File: config.mk
export PLATFORM = sky130hd
export DESIGN_NAME = imem_loader
export DESIGN_NICKNAME = d
export VERILOG_FILES = /design/src/rtl/imem_loader_pkg.sv /design/src/rtl/imem_loader_uart_rx_byte.sv /design/src/rtl/imem_loader.sv
export SDC_FILE = /design/constraint.sdc
export NUM_CORES = 1
export LEC_CHECK = 0
export ABC_AREA = 1
export CORE_MARGIN = 8
export CORE_UTILIZATION = 50
export DETAILED_ROUTE_END_ITERATION = 6
export PLACE_DENSITY_LB_ADDON = 0.15
export SLEW_MARGIN = 0
export SYNTH_ARGS = -nofsm -noshare
export SYNTH_HDL_FRONTEND = slang
export SYNTH_SLANG_ARGS = --single-unit
File: constraint.sdc
create_clock -name clock -period 4.5 [get_ports clock]
set_input_delay 0.45 -clock clock [delete_from_list [all_inputs] [get_ports clock]]
set_output_delay 0.45 -clock clock [all_outputs]
set_load 0.02 [all_outputs]
File: src/rtl/imem_loader_pkg.sv
// Shared definitions for the instruction-memory loader: frame header byte,
// frame FSM state encoding and the default UART bit period.
package imem_loader_pkg;

  // First byte of every program frame.
  localparam logic [7:0] HDR_BYTE = 8'hA5;

  // System clocks per UART bit: 50 MHz / 9600 baud.
  localparam int DEFAULT_CLKS_PER_BIT = 5208;

  // Frame FSM state encoding.
  localparam logic [1:0] ST_HDR  = 2'd0;
  localparam logic [1:0] ST_CNT  = 2'd1;
  localparam logic [1:0] ST_DATA = 2'd2;
  localparam logic [1:0] ST_CSUM = 2'd3;

endpackage

File: src/rtl/imem_loader_uart_rx_byte.sv
// 8N1 UART byte receiver. The line is synchronized, a falling edge starts
// the bit timer, and a one-cycle byte_valid or framing_err is produced at
// the stop-bit sample point.
module uart_rx_byte
  import imem_loader_pkg::*;
#(
  parameter int CLKS_PER_BIT = DEFAULT_CLKS_PER_BIT
) (
  input  logic       clock,
  input  logic       reset_n,
  input  logic       rx,
  output logic [7:0] data,
  output logic       byte_valid,
  output logic       framing_err
);

  localparam int CW = $clog2(CLKS_PER_BIT + 1);
  localparam logic [CW-1:0] HALF_BIT = CW'(CLKS_PER_BIT / 2);
  localparam logic [CW-1:0] FULL_BIT = CW'(CLKS_PER_BIT);
  localparam logic [CW-1:0] CNT_ONE  = CW'(1);

  localparam logic [1:0] RX_IDLE  = 2'd0;
  localparam logic [1:0] RX_START = 2'd1;
  localparam logic [1:0] RX_DATA  = 2'd2;
  localparam logic [1:0] RX_STOP  = 2'd3;

  logic          rx_meta;
  logic          rx_sync;
  logic          rx_prev;
  logic [1:0]    rx_state;
  logic [CW-1:0] cnt;
  logic [2:0]    bit_idx;
  logic [7:0]    shift;

  assign data = shift;

  // Two-flop synchronizer plus one delayed copy for falling-edge detection;
  // all reset high so an idle line never looks like a start edge.
  always_ff @(posedge clock or negedge reset_n) begin
    if (!reset_n) begin
      rx_meta <= 1'b1;
      rx_sync <= 1'b1;
      rx_prev <= 1'b1;
    end else begin
      rx_meta <= rx;
      rx_sync <= rx_meta;
      rx_prev <= rx_sync;
    end
  end

  // Bit timer and shifter: cnt holds cycles elapsed since the last sample
  // point, so the start check lands at HALF_BIT and later samples one full
  // bit apart; returning to idle right after the stop sample re-arms it.
  always_ff @(posedge clock or negedge reset_n) begin
    if (!reset_n) begin
      rx_state    <= RX_IDLE;
      cnt         <= '0;
      bit_idx     <= '0;
      shift       <= '0;
      byte_valid  <= 1'b0;
      framing_err <= 1'b0;
    end else begin
      byte_valid  <= 1'b0;
      framing_err <= 1'b0;
      case (rx_state)
        RX_IDLE: begin
          if (rx_prev && !rx_sync) begin
            cnt      <= CNT_ONE;
            rx_state <= RX_START;
          end
        end
        RX_START: begin
          if (cnt == HALF_BIT) begin
            if (rx_sync) begin
              rx_state <= RX_IDLE;
            end else begin
              cnt      <= CNT_ONE;
              bit_idx  <= '0;
              rx_state <= RX_DATA;
            end
          end else begin
            cnt <= cnt + CNT_ONE;
          end
        end
        RX_DATA: begin
          if (cnt == FULL_BIT) begin
            shift <= {rx_sync, shift[7:1]};
            cnt   <= CNT_ONE;
            if (bit_idx == 3'd7) begin
              rx_state <= RX_STOP;
            end else begin
              bit_idx <= bit_idx + 3'd1;
            end
          end else begin
            cnt <= cnt + CNT_ONE;
          end
        end
        default: begin
          if (cnt == FULL_BIT) begin
            if (rx_sync) begin
              byte_valid <= 1'b1;
            end else begin
              framing_err <= 1'b1;
            end
            rx_state <= RX_IDLE;
          end else begin
            cnt <= cnt + CNT_ONE;
          end
        end
      endcase
    end
  end

endmodule

File: src/rtl/imem_loader.sv
// Serial program loader: receives framed bytes over UART, assembles
// big-endian 32-bit words and writes them into instruction memory while
// holding the CPU, then releases it once the frame checksum matches.
module imem_loader
  import imem_loader_pkg::*;
#(
  parameter int CLKS_PER_BIT = DEFAULT_CLKS_PER_BIT,
  parameter int MAX_WORDS    = 128
) (
  input  logic        clock,
  input  logic        reset_n,
  input  logic        rx,
  output logic        wr_en,
  output logic [6:0]  wr_addr,
  output logic [31:0] wr_data,
  output logic        cpu_hold,
  output logic        done,
  output logic        error
);

  localparam logic [8:0] MAX_N = 9'(MAX_WORDS);

  logic [7:0]  rx_data;
  logic        rx_valid;
  logic        rx_ferr;

  logic [1:0]  state;
  logic [7:0]  word_cnt;
  logic [7:0]  next_addr;
  logic [1:0]  byte_idx;
  logic [23:0] word_buf;
  logic [7:0]  csum;

  uart_rx_byte #(
    .CLKS_PER_BIT (CLKS_PER_BIT)
  ) u_rx (
    .clock       (clock),
    .reset_n     (reset_n),
    .rx          (rx),
    .data        (rx_data),
    .byte_valid  (rx_valid),
    .framing_err (rx_ferr)
  );

  // Frame FSM with word assembly, address counter and running checksum.
  // A framing error aborts any frame in progress but leaves cpu_hold alone,
  // so a partially loaded program never runs.
  always_ff @(posedge clock or negedge reset_n) begin
    if (!reset_n) begin
      state     <= ST_HDR;
      word_cnt  <= '0;
      next_addr <= '0;
      byte_idx  <= '0;
      word_buf  <= '0;
      csum      <= '0;
      wr_en     <= 1'b0;
      wr_addr   <= '0;
      wr_data   <= '0;
      cpu_hold  <= 1'b0;
      done      <= 1'b0;
      error     <= 1'b0;
    end else begin
      wr_en <= 1'b0;
      if (rx_ferr) begin
        if (state != ST_HDR) begin
          error <= 1'b1;
          state <= ST_HDR;
        end
      end else if (rx_valid) begin
        case (state)
          ST_HDR: begin
            if (rx_data == HDR_BYTE) begin
              cpu_hold <= 1'b1;
              done     <= 1'b0;
              error    <= 1'b0;
              state    <= ST_CNT;
            end
          end
          ST_CNT: begin
            if (rx_data == 8'd0 || {1'b0, rx_data} > MAX_N) begin
              error <= 1'b1;
              state <= ST_HDR;
            end else begin
              word_cnt  <= rx_data;
              next_addr <= '0;
              byte_idx  <= '0;
              csum      <= '0;
              state     <= ST_DATA;
            end
          end
          ST_DATA: begin
            csum <= csum ^ rx_data;
            if (byte_idx == 2'd3) begin
              wr_en     <= 1'b1;
              wr_addr   <= next_addr[6:0];
              wr_data   <= {word_buf, rx_data};
              next_addr <= next_addr + 8'd1;
              byte_idx  <= '0;
              if (next_addr + 8'd1 == word_cnt) begin
                state <= ST_CSUM;
              end
            end else begin
              word_buf <= {word_buf[15:0], rx_data};
              byte_idx <= byte_idx + 2'd1;
            end
          end
          default: begin
            if (rx_data == csum) begin
              done     <= 1'b1;
              cpu_hold <= 1'b0;
            end else begin
              error <= 1'b1;
            end
            state <= ST_HDR;
          end
        endcase
      end
    end
  end

endmodule

==> metrics.yaml, run 1 <==
clock_network:
  numCtsBuffers: 17
  cts_tree: "yes"
  h-tree-depth: 4
  clkTransAtPathRegs_ps: 50
  postCtsSetupRepairBufs: 0
  root_buffer: "clkbuf_16"
  cts_hold_buf: 0
  cts_resized: 0
  cts.sinks: 126
  insertion_delay_ps: 410
  clock_tree.buffer_depth: 2
synthesis:
  avgSynthCellArea_sq_um: 8.222
  yosys.area.top_type_share_pct: 51.78
  ys_ff_latch: 126
  yosys.area.top_type: "dfrtp_1"
  ys_seq_area_share_pct: 53.10
  synthCells: 723
  synth.area.top_cells: "dfrtp_1, nand2_1, o21ai_0"
  synth_area_sq_um: 5944
  yosysUniqueCellTypes: 34
  synth-warning-count: 0
  synth_fp_nets: 739
sta:
  setup_violations: 0
  min_period_ps: 2283
  report.final.slew_viol_count: 0
  max_freq_mhz: 438.1
  grt_setup_unrepaired: "false"
  finalSetupTns_ps: 0
  whs_ps: 155.9
  skew_ps: 8.017
  relSlewSlack_pct: 34.32
  fin_crit_sh_pct: 50.73
  hold_violations: 0
  worst_pin_slew_ps: 983.7
power:
  finalPower_mw: 2.912
  p_leak_nw: 3.311
  peakVddDrop_uv: 264.4
  powerDensity_nw_per_um2: 407.7
critical_path:
  crit_start: "state[0]"
  worstReg2RegStart: "state[0]"
  crit_fanout: 70
  worstPathRequired_ps: 4740
  crit_type: "reg -> reg"
  cp-start-kind: "flip-flop"
  critPathArrivalTime_ps: 2530
  r2r_setup_slack_ps: 2220
  end_kind: "flip-flop"
final_layout:
  layout_common_cells: "nand2_1, dfrtp_1, o21ai_0"
  syn2layout_area_growth_pct: 20.14
  nets: 787
  antennaDiodeCount: 0
  drive_above_1_share_pct: 7.143
  fill_cells: 1035
  final_common_cell: "nand2_1"
job:
  maxCapViolations: 0
place:
  port_buffers: 45
  place_congestion: 0.8386
  hpwl_mm: 8.682
floorplanning:
  io_pins: 46
  floorplan.initialDensity_pct: 50.33
  core_area_sq_um: 11810
  fp.dieW_um: 125.0
  die_h_um: 125.0
  num_rows: 40
  dieArea_sq_um: 15630
detailed_routing:
  vias_per_cell: 5.110
  avgRoutedWirePerCell_um: 13.79
  firstDrtPassIters: 5
  drtAntennaViolNets: 0
  via_count: 4757
  drtIter0Drc: 367
  drc_errors: 0
  routed_wl_mm: 12.84
global_route:
  antenna_found_initial: 0
  track_usage_pct: 17.02
  overflow: 0
  grt_pass1_vias: 4539
  grt_max_degree: 127
  grt_pass1_wl_mm: 22.07
worst_hold_path:
  hp-class: "in -> async"
outcome:
  status: "complete, no violations"
-- kinds of logic (layout without fill, tap and decap cells) --
logic type,Yosys count,after routing,share of synthesized area (%)
adder cells (fa/ha/maj),13,13,2.736
AND/OR/NAND/NOR,352,352,25.47
XOR/XNOR,9,9,1.326
AO/OA/AOI/OAI,119,119,10.38
buffers and inverters,104,165,6.988
flip-flops,126,126,53.10
-- through the flow --
step           instances  worst slack [ps]  cell area, sq um  util [%]
6_report             931              2217              7142     60.47
5_1_grt              931              1993              7142     60.47
4_1_cts              930              2151              7114     60.23
3_5_place_dp         898              2187              6506     55.08
3_3_place_gp         898              2265              6506     55.08
2_1_floorplan        723              2825              5944         -
-- routing by layer --
layer  GRT usage, %  vias to the layer above  wire length, um
met3          4.717                       17              601
met1          22.27                     2236             6244
li1               -                     2411                -
met4          6.160                        0              168
met5              0                        -                0
met2          26.49                       93             5825
-- synth_stat cells --
master,number
a21boi_0,1
a21o_1,1
a21oi_1,12
a31o_2,1
a31oi_1,2
buf_2,6
buf_6,2
clkbuf_1,10
dfrtp_1,123
dfstp_2,3
ha_1,13
inv_1,82
inv_2,3
inv_4,1
nand2_1,239
nand2_2,1
nand2_4,1
nand3_1,38
nand3_2,2
nand3_4,1
nand3b_1,1
nand4_1,10
nor2_1,37
nor2_2,4
nor2_4,5
nor3_1,11
nor3_2,1
nor3_4,1
o211ai_1,3
o21ai_0,90
o21ai_1,8
o21bai_1,1
xnor2_1,5
xor2_1,4
-- state kept, by name (all words and copies together) (netlist names), 3 cells and up --
signal and cells:
u_rx.bit_idx 3, u_rx.cnt 13, next_addr 8, wr_data 32, wr_addr 7, word_cnt 8
u_rx.data 8, csum 8, word_buf 24
-- final timing paths --
kind,endpoint,cells past startpoint
max,wr_data[12],7
min,wr_data[18],2
max reg2reg,wr_data[12],7
min reg2reg,u_rx.rx_sync,0
max in group asynchronous,csum[7],2
min in group clock,u_rx.rx_sync,0
-- worst max-delay path, stage by stage, from the launching register on --
cell     delay [ps]
dfrtp_1         410
inv_1           110
ha_1            250
nand2_1         130
nor3_4          400
inv_2           510
nand2_1         190
o21ai_0         100
-- cell type report --
| type | instances | area [sq um] | share of cell area, % |
|---|---|---|---|
| clock inverters | 5 | 75.07 | 1.051 |
| multi-input cells | 493 | 2372 | 33.22 |
| repair buffers | 47 | 495.5 | 6.938 |
| well taps | 147 | 183.9 | 2.575 |
| flip-flops and latches | 126 | 3157 | 44.20 |
| inverters | 86 | 325.3 | 4.555 |
| clock buffers | 27 | 533.0 | 7.463 |
-- where the power goes --
group	switching (mW)	leakage, nW	total (mW)	internal [mW]
sequential	0.0253	1.74	1.19	1.16
clock	0.468	0.303	1.38	0.916
combinational	0.237	1.26	0.338	0.101
total	0.730	3.31	2.91	2.18
Power figures use the tool's default switching activity.
==> run 2, diff against run 1 <==
==> constraint.sdc (replaced) <==
create_clock -name clock -period 2 [get_ports clock]
set_input_delay 0.2 -clock clock [delete_from_list [all_inputs] [get_ports clock]]
set_output_delay 0.2 -clock clock [all_outputs]
set_load 0.02 [all_outputs]
==> metrics.yaml, run 2 (synthesis results as in run 1) <==
clock_network:
  numCtsBuffers: 17  # unchanged
  insertion_delay_ps: 410  # about the same
  clock_tree.buffer_depth: 2  # unchanged
  clkTransAtPathRegs_ps: 60  # about the same
  h-tree-depth: 4  # unchanged
  cts_tree: "yes"
  root_buffer: "clkbuf_16"
  cts.sinks: 126  # unchanged
floorplanning:
  floorplan.initialDensity_pct: 50.33  # unchanged
  num_rows: 40  # unchanged
  die_h_um: 125.0  # unchanged
  fp.dieW_um: 125.0  # unchanged
  io_pins: 46  # unchanged
  dieArea_sq_um: 15630  # unchanged
  core_area_sq_um: 11810  # unchanged
global_route:
  antenna_found_initial: 0  # unchanged
  grt_pass1_vias: 4659  # +2.6%
  grt_max_degree: 81  # -36%
  use_met2_pct: 26.78  # +0.29 points
  overflow: 0  # unchanged
  grtUsageMet1_pct: 21.80  # -0.47 points
  track_usage_pct: 17.22  # +0.20 points
  met3_usage_pct: 4.972  # +0.25 points
  gr-max-usage-layer: "met2"
  grt_pass1_wl_mm: 22.11  # +0.15%
sta:
  max_freq_mhz: 531.0  # +21%
  min_period_ps: 1883  # -399.3 ps
  hold_violations: 0  # unchanged
  relSlewSlack_pct: 71.74  # +37 points
  fin_crit_sh_pct: 94.17  # +43 points
  skew_ps: 7.347  # -0.6700 ps
  report.final.slew_viol_count: 0  # unchanged
  setup_slack_ps: 116.6  # -2101 ps
  finalSetupTns_ps: 0  # unchanged
  setup_violations: 0  # unchanged
  worst_pin_slew_ps: 423.9  # -559.8 ps
  whs_ps: 190.7  # +34.79 ps
  grt_setup_unrepaired: "false"
critical_path:
  end_kind: "flip-flop"
  crit_chain: "inv_1 > ha_1 > nand2_1 > nor3_4 > nand2_4 > nor2_4 > nor2_4 > buf_12 > buf_4 > a21oi_1 > nor3_1"
  crit_type: "reg -> reg"
  critPathMaxStageDelay_ps: 400  # -110 ps
  crit_buf_inv: 3  # +1
  cpMaxStageDelayCell: "dfrtp_1"
  crit_fanout: 14  # -80%
  cp-start-kind: "flip-flop"
  cp_top_family: "simple AND/OR/NAND/NOR gates"
  crit_top_cell: "nor2_4"
  critPathArrivalTime_ps: 2180  # -350 ps
  worstPathRequired_ps: 2300  # -2440 ps
power:
  finalPower_mw: 6.815  # +130%
  p_leak_nw: 3.395  # +2.5%
  powerDensity_nw_per_um2: 928.6  # +130%
  peakVddDrop_uv: 644.7  # +140%
final_layout:
  final_common_cell: "nand2_1"
  largest_reg_flops: 32  # unchanged
  drive_above_1_share_pct: 10.32  # +3.2 points
  seq_area_sq_um: 3157  # unchanged
  fill_cells: 999  # -3.5%
  top_register: "wr_data"
  reg_top3: "wr_data x32, word_buf x24, u_rx.cnt x13"
  nets: 808  # +2.7%
  syn2layout_area_growth_pct: 23.47
  antennaDiodeCount: 0  # unchanged
  layout_common_cells: "nand2_1, dfrtp_1, o21ai_0"
  multi_input_area_sq_um: 2396  # +1.0%
detailed_routing:
  firstDrtPassIters: 5  # unchanged
  avgRoutedWirePerCell_um: 13.65  # -1.1%
  drtAntennaViolNets: 0  # unchanged
  routed_wl_mm: 12.98  # +1.1%
  drc_errors: 0  # unchanged
  vias_per_cell: 5.091  # -0.35%
  via_count: 4842  # +1.8%
  drtIter0Drc: 499  # +36%
worst_hold_path:
  hp-class: "in -> reg"
job:
  maxCapViolations: 0  # unchanged
place:
  place_ws_ps: 65.05  # -2122 ps
  place_congestion: 0.9111  # +8.6%
  port_buffers: 45  # unchanged
  hpwl_mm: 9.106  # +4.9%
outcome:
  status: "complete, no violations"
==> run 2: worst paths after layout <==
path                         startpoint           end  slack (ps)  depth (start not counted)
setup reg to reg            u_rx.cnt[0]   u_rx.cnt[4]         120                         11
min in group asynchronous       reset_n   wr_data[19]         220                          2
hold reg to reg            u_rx.rx_meta  u_rx.rx_sync         360                          0
setup / recovery            u_rx.cnt[0]   u_rx.cnt[4]         120                         11
hold / removal                       rx  u_rx.rx_meta         190                          1
max in group asynchronous       reset_n      cpu_hold        1070                          3
==> run 2: final cells by class <==
| cell class | instances | area share, % |
|---|---|---|
| Sequential cell | 126 | 43.01 |
| Timing Repair Buffer | 68 | 8.831 |
| Clock inverter | 13 | 2.591 |
| Clock buffer | 18 | 5.984 |
| Multi-Input combinational cell | 493 | 32.65 |
| Tap cell | 147 | 2.506 |
| Inverter | 86 | 4.432 |
==> run 2: metal layers <==
metal	wire length, um	part of all wire (%)	up-vias
li1	-	-	2447
met1	6131	47	2259
met2	6025	46	121
met3	613	4.7	15
met4	206	1.6	0
met5	0	0	-
==> run 2: report_power, final <==
part	internal (mW)	switching [mW]
clock	2.12	1.13
combinational	0.313	0.578
sequential	2.62	0.0626
total	5.05	1.77
==> run 2: through the flow <==
step	cell area [sq um]	utilization, %	cells
2_1_floorplan	5944	-	723
3_3_place_gp	6649	56.29	917
3_5_place_dp	6649	56.29	917
4_1_cts	7288	61.71	949
5_1_grt	7340	62.14	951
6_report	7340	62.14	951
==> run 2: repair_timing <==
| action | 4_1_cts | 5_1_grt |
|---|---|---|
| gates resized for setup | 0 | 6 |
| setup buffers | 0 | 2 |
| hold buffers | 1 | 0 |
| endpoints found under the hold margin | 20 | 0 |
| setup endpoints to repair | 0 | 18 |
